## config.mk

```make
export PLATFORM = sky130hd
export DESIGN_NAME = sprite_rom_arbiter
export DESIGN_NICKNAME = d
export VERILOG_FILES = /design/src/rtl/sprite_rom_arbiter.sv
export SDC_FILE = /design/constraint.sdc
export NUM_CORES = 1
export LEC_CHECK = 0
export BUFFER_PORTS_ARGS = -buffer_cell sky130_fd_sc_hd__buf_2
export CORE_MARGIN = 4
export CORE_UTILIZATION = 25
export CTS_CLUSTER_DIAMETER = 50
export DETAILED_ROUTE_END_ITERATION = 10
export HOLD_SLACK_MARGIN = 0.05
export PLACE_DENSITY_LB_ADDON = 0.05
export SLEW_MARGIN = 30
export SYNTH_ARGS = -nofsm -noshare
export SYNTH_HDL_FRONTEND = slang
export SYNTH_SLANG_ARGS = --single-unit
export TNS_END_PERCENT = 100
```

## constraint.sdc

```tcl
create_clock -name vga_clk -period 7.7 [get_ports vga_clk]
set_clock_uncertainty 0.2 [all_clocks]
set_input_delay 0.385 -clock vga_clk [delete_from_list [all_inputs] [get_ports vga_clk]]
set_output_delay 0.385 -clock vga_clk [all_outputs]
set_load 0.01 [all_outputs]
```

## src/rtl/sprite_rom_arbiter.sv

```systemverilog
// Round-robin arbiter sharing one synchronous sprite ROM among N_REQ draw units.
// Define SPRITE_ARB_PRIO0_EN to give requester 0 absolute priority over the rest.
module sprite_rom_arbiter #(
    parameter int N_REQ   = 4,
    parameter int ADDR_W  = 9,
    parameter int DATA_W  = 5,
    parameter int ROM_LAT = 1
) (
    input  logic                       vga_clk,
    input  logic                       reset_n,
    input  logic                       arb_en,
    input  logic [N_REQ-1:0]           req,
    input  logic [N_REQ*ADDR_W-1:0]    req_addr,
    output logic [N_REQ-1:0]           gnt,
    output logic [ADDR_W-1:0]          rom_address,
    output logic                       rom_rd,
    input  logic [DATA_W-1:0]          rom_q,
    output logic                       rd_valid,
    output logic [$clog2(N_REQ)-1:0]   rd_id,
    output logic [DATA_W-1:0]          rd_data
);

    localparam int PTR_W = $clog2(N_REQ);
    localparam logic [PTR_W-1:0] LAST = PTR_W'(N_REQ - 1);
    localparam logic [PTR_W-1:0] ONE  = PTR_W'(1);
`ifdef SPRITE_ARB_PRIO0_EN
    localparam logic [PTR_W-1:0] PTR_RST = ONE;
`else
    localparam logic [PTR_W-1:0] PTR_RST = '0;
`endif

    localparam logic [0:0] IDLE   = 1'b0;
    localparam logic [0:0] ACTIVE = 1'b1;

    logic [PTR_W-1:0]         ptr;
    logic [PTR_W-1:0]         ptr_nxt;
    logic [PTR_W-1:0]         gnt_idx;
    logic [PTR_W-1:0]         issue_id;
    logic [ADDR_W-1:0]        sel_addr;
    logic                     transfer;
    logic [0:0]               state;
    logic [ROM_LAT-1:0]       vpipe;
    logic [ROM_LAT-1:0]       vshift;
    logic [ROM_LAT*PTR_W-1:0] idpipe;
    logic [ROM_LAT*PTR_W-1:0] idshift;

    always_comb begin
        logic [PTR_W-1:0] cand;
        logic             found;
        gnt     = '0;
        gnt_idx = '0;
        found   = 1'b0;
        cand    = '0;
        if (arb_en) begin
`ifdef SPRITE_ARB_PRIO0_EN
            if (req[0]) begin
                gnt[0] = 1'b1;
                found  = 1'b1;
            end
            // Secondary pointer only ranges over 1..N_REQ-1.
            for (int unsigned k = 0; k < N_REQ - 1; k++) begin
                cand = PTR_W'(1 + (32'(ptr) - 1 + k) % (N_REQ - 1));
                if (!found && req[cand]) begin
                    found     = 1'b1;
                    gnt[cand] = 1'b1;
                    gnt_idx   = cand;
                end
            end
`else
            for (int unsigned k = 0; k < N_REQ; k++) begin
                cand = PTR_W'((32'(ptr) + k) % N_REQ);
                if (!found && req[cand]) begin
                    found     = 1'b1;
                    gnt[cand] = 1'b1;
                    gnt_idx   = cand;
                end
            end
`endif
        end
    end

    assign transfer = |gnt;
    assign sel_addr = req_addr[32'(gnt_idx)*ADDR_W +: ADDR_W];

    always_comb begin
        ptr_nxt = ptr;
`ifdef SPRITE_ARB_PRIO0_EN
        if (transfer && gnt_idx != '0)
            ptr_nxt = (gnt_idx == LAST) ? ONE : gnt_idx + ONE;
`else
        if (transfer)
            ptr_nxt = (gnt_idx == LAST) ? '0 : gnt_idx + ONE;
`endif
    end

    always_ff @(posedge vga_clk or negedge reset_n) begin
        if (!reset_n) begin
            ptr         <= PTR_RST;
            rom_address <= '0;
            rom_rd      <= 1'b0;
            issue_id    <= '0;
            state       <= IDLE;
        end else begin
            ptr    <= ptr_nxt;
            rom_rd <= transfer;
            if (transfer) begin
                rom_address <= sel_addr;
                issue_id    <= gnt_idx;
            end
            state <= (transfer || rom_rd || (|vpipe)) ? ACTIVE : IDLE;
        end
    end

    generate
        if (ROM_LAT == 1) begin : g_lat1
            assign vshift  = rom_rd;
            assign idshift = issue_id;
        end else begin : g_latn
            assign vshift  = {vpipe[ROM_LAT-2:0], rom_rd};
            assign idshift = {idpipe[(ROM_LAT-1)*PTR_W-1:0], issue_id};
        end
    endgenerate

    // In IDLE the pipeline is already empty and rom_rd is low, so holding equals shifting.
    always_ff @(posedge vga_clk or negedge reset_n) begin
        if (!reset_n) begin
            vpipe  <= '0;
            idpipe <= '0;
        end else if (state == ACTIVE) begin
            vpipe  <= vshift;
            idpipe <= idshift;
        end
    end

    assign rd_valid = vpipe[ROM_LAT-1];
    assign rd_id    = idpipe[ROM_LAT*PTR_W-1 -: PTR_W];
    assign rd_data  = rom_q;

endmodule

```

---- After elaboration in Yosys (flattened, before gate mapping) ----
Cells that the tools add are included.
word-level totals
  bits in registers ....................... 18
  input port bits ......................... 48
  output and inout bits ................... 22
  word-level logic and storage cells ...... 75
cells by class
  $add $sub $neg .......................... 4
  multiply operators ...................... 1
  $lt $le $gt $ge ......................... 8
  equality and inequality tests ........... 1
  shift-type cells ........................ 1
  multiplexer cells ....................... 37
  bitwise gates (word level) .............. 3
  reduce and logical (&&, ||, !) cells .... 13
operators with widths
  operator                                                           count
  variable part select 36 x 7 -> 9 bit                               1
  2-to-1 mux 4 bit                                                   8
  2-to-1 mux 1 bit                                                   15
  < comparator 2 x 3 -> 1 bit, second input constant                 4
  2-to-1 mux 2 bit                                                   6
  OR 4 bit                                                           3
  binary-select mux 1 bit (select 2 bit)                             4
  demux 1 bit (select 2 bit)                                         4
  greater-or-equal comparator 2 x 1 -> 1 bit, second input constant  4
  logical AND 1 bit                                                  7
  multiplier 2 x 4 -> 6 bit, second input constant                   1
  adder 2 x 1 -> 2 bit, second input constant                        2
  adder 2 bit, second input constant                                 2
  OR reduction 4 bit                                                 1
  logical NOT 1 bit                                                  3
  == test 2 bit, second input constant                               1
  logical OR 1 bit                                                   2

---- Depth between registers and ports, before layout ----
  word-level depth ........................ 20
  depth in mapped cells ................... 11
  depth with buffers taken out ............ 9

---- Least setup slack after synthesis ----
Ideal clock, no wire load.
  path type ............................... register to register
  start point ............................. register ptr[0]
  end point ............................... register rom_address[3]
  setup time .............................. 0.125 ns
  arrival ................................. 3.117 ns
  data required time ...................... 7.375 ns
  path slack .............................. 4.258 ns
  cell stages (with the launch flop) ...... 12
  buffers on the path ..................... 2
  period minus slack after synthesis ...... 3.442 ns
  path through ............................ dfrtp_1 buf_2 inv_1 ha_1 mux4_2 nand2_1 o21ai_1 and2_0 a311o_1 nor4_4 buf_6 mux2_4
on the way
  elaborated cells on any way between the ends .. 62
  classes of those cells .................. 3 x add/sub; 1 x mul; 8 x order compare; 1 x shift; 35 x mux; 3 x bitwise; 11 x reduce/logical
RTL lines
  item                                                                                  RTL line  text
  start, declared                                                                       35        logic [PTR_W-1:0] ptr;
  start signal, assigned                                                                104       ptr <= ptr_nxt;
  parallel branches: the longest is 14 deep, another holds < comparator 2 x 3 -> 1 bit  -
  2-to-1 mux 4 bit (*)                                                                  72        if (!found && req[cand]) begin
  2-to-1 mux 4 bit (*)                                                                  54        if (arb_en) begin
  net gnt[2]                                                                            14        output logic [N_REQ-1:0] gnt,
  OR reduction 4 bit (*)                                                                82        assign transfer = |gnt;
  end signal, assigned                                                                  107       rom_address <= sel_addr;
  end, declared                                                                         15        output logic [ADDR_W-1:0] rom_address,
Mark *: on every way through the listed nets, which the timed path passes. The select of a mux whose other input is x is not followed.
A chain may end at the register's enable or synchronous reset.

---- Worst setup path after layout ----
  start point ............................. register ptr[0]
  end point ............................... output gnt[3]
on the way
  cells in the longest elaborated chain, start to end .. 16
  elaborated cells on any way between the ends .. 54
  classes of those cells .................. 3 x add/sub; 8 x order compare; 30 x mux; 3 x bitwise; 10 x reduce/logical
ends and longest elaborated chain
  item                                                                                  RTL line
  parallel branches: the longest is 14 deep, another holds < comparator 2 x 3 -> 1 bit  -
  2-to-1 mux 4 bit (*)                                                                  72
  2-to-1 mux 4 bit (*)                                                                  54
  end, declared                                                                         14
Every way passes the cells marked *. The select of a mux whose other input is x is not followed.

==> impl_metrics.yaml <==
status:
  status: "completed"
cts:
  cts_resized: 0
  insertion_delay_ns: 0.24
  htreeDepth: 1
  clockBufferDepth: 2
  clk_pin_slew_worst_paths_ns: 0.06
  clockRootBuffer: "clkbuf_8"
  cts_tree: "built"
  clock-sinks: 18
  cts_buffers: 3
sta:
  hold_slack_ns: 0.297
  fmax_ghz: 0.255
  hold_viol_final: 0
  slew_headroom: 0.408
  setup_viol_count_final: 0
  period_needed_ns: 3.92
  tns_ns: 0
  tightest_slew_ns: 0.889
  period_share: 0.509
  rsz0062_at_grt: "no"
  drv_slew: 0
setup_path:
  critical_path_required_ns: 7.11
  cp_max_fo: 17
  slowest_delay_ns: 0.73
  slowest_stage: "dfrtp_1"
  path_cells: "inv_1 > ha_1 > inv_1 > or3_1 > o21ai_0 > a221oi_1 > nor2b_1 > buf_2"
  critPathLaunchType: "register"
  crit_top_cell: "inv_1"
  criticalPathCategory: "register to primary output"
  arrival_ns: 3.33
  end_kind: "primary output"
  cp_top_family: "compound AO/OA/AOI/OAI gates"
  crit_buf_inv: 3
logic_synthesis:
  netlist_instances: 146
  synth_fa_ha_area_frac: 0.0654
  synth_compound_area_frac: 0.0858
  yosysTopAreaCell: "dfrtp_1"
  synthSimpleGateAreaFrac: 0.107
  synthTopCellsByArea: "dfrtp_1, mux2i_1, ha_1, mux2_2, mux2_4"
  synth.distinct_cells: 31
  ys_ff_latch: 18
  synth_area_per_cell_um2: 10.5
  synth.top_cell.area_share: 0.294
  synth_nets: 202
  yosysWarnings: 0
  synth_xor_area_frac: 0.00572
  ys_seq_area_frac: 0.294
  synth_area_um2: 1530
  synth.area.mux_share: 0.368
  synth_top_family_by_area: "multiplexers"
global_route:
  antenna_found_initial: 0
  grt_pass1_wl_um: 5970
  grt_overflow: 0
  grt_pass1_vias: 1220
  grt_usage: 0.0986
  grt_max_degree: 21
finish:
  diodes: 0
  nets: 253
  layout-drive-gt1-share: 0.415
  final_cell_mix: "buf_2, mux2i_1, dfrtp_1"
  num-fill-cells: 601
  syn_to_final_growth_pct: 24.5
  layout_commonest_cell: "buf_2"
die:
  initial_core_util: 0.259
  fp.dieW_um: 86.3
  fp.dieH_um: 86.3
  die_area_um2: 7440
  core-area_um2: 5920
  num_rows: 28
  io_pins: 70
placement:
  hpwl_um: 2910
  gp_congestion: 0.812
  io_buffers: 59
worst_hold_path:
  hold_class: "register to register"
route:
  drt-pass1-iter-count: 3
  vias: 1219
  drc: 0
  drt-total-wl_um: 3750
  drt-vias-per-instance: 4.51
  wl_per_cell_um: 13.9
  final_antenna_net_count: 0
  drt_iter0_markers: 13
job:
  drv_cap: 0
power:
  ir_worst_vdd_mv: 0.106
  powerDensity_nw_per_um2: 381
  leakagePower_uw: 0.00105
[final cells by class]
class	count	area, µm²	area share
timing repair buffer	61	313	0.164
multi-input combinational	106	982	0.515
tap	75	93.8	0.0492
inverter	7	26.3	0.0138
clock buffer	3	41.3	0.0217
sequential	18	450	0.236
[worst min-delay path, stage by stage (launching register included)]
cell     delay [ns]
dfrtp_1        0.36
nor2_1         0.05
nand2_1        0.06
[stage by stage]
step / total power [µW] / instance area, µm² / worst slack [ns] / instances / util
after floorplan: 553 / 1530 / 4.26 / 146 / -
after global placement: 669 / 1860 / 3.92 / 266 / 0.313
after detailed placement: 675 / 1860 / 3.85 / 266 / 0.313
after CTS: 742 / 1910 / 3.78 / 270 / 0.322
after global routing: 790 / 1910 / 3.47 / 270 / 0.322
final: 726 / 1910 / 3.78 / 270 / 0.322
[path summary, 6_finish.rpt]
path / from / to / slack (ns) / cells after the start
setup / recovery: ptr[0] / gnt[3] / 3.78 / 8
hold / removal: rd_valid / state / 0.30 / 2
setup reg to reg: ptr[0] / rom_address[7] / 3.83 / 9
hold reg to reg: rd_valid / state / 0.30 / 2
max in group asynchronous: reset_n / ptr[1] / 6.60 / 2
min in group asynchronous: reset_n / rom_address[0] / 0.41 / 2
[synthesized netlist by cell type (all sizes together)]
cell / n
a211oi: 4
a21oi: 3
a221oi: 2
a311o: 2
a31oi: 1
and2: 2
and3: 2
and3b: 4
buf: 10
clkbuf: 5
dfrtp: 18
ha: 8
inv: 7
mux2: 13
mux2i: 33
mux4: 3
nand2: 10
nor2: 5
nor2b: 2
nor3b: 1
nor4: 1
o211ai: 1
o21ai: 7
or3: 1
xnor2: 1
[state kept, by name, indices dropped and copies added (netlist names)]
signal	cells
rd_id	2
rom_address	9
idshift	2
state	1
ptr	2
rd_valid	1
rom_rd	1
[kinds of logic (layout without fill, tap and decap cells)]
group                    count (synthesis)  count (layout)
AND/OR/NAND/NOR                         28              28
multiplexers                            49              49
XOR/XNOR                                 1               1
adder cells (fa/ha/maj)                  8               8
buffers and inverters                   22              71
AO/OA/AOI/OAI                           20              20
flip-flops                              18              18
[metal layers]
metal,track usage,vias up,wire length [µm]
met3,0.0238,2,313
li1,-,622,-
met5,0,-,0
met1,0.122,552,1610
met2,0.167,43,1790
met4,0.0340,0,32
[power by group]
part	switching, µW	internal, µW
combinational	230	247
sequential	43.5	144
clock	28.2	34.6
total	301	425
[what timing repair did]
item | in CTS | in global routing
endpoints found under the hold margin | 18 | 0
hold buffers | 1 | 0
setup buffers | 0 | 0
(Power assumes the default switching activity.)
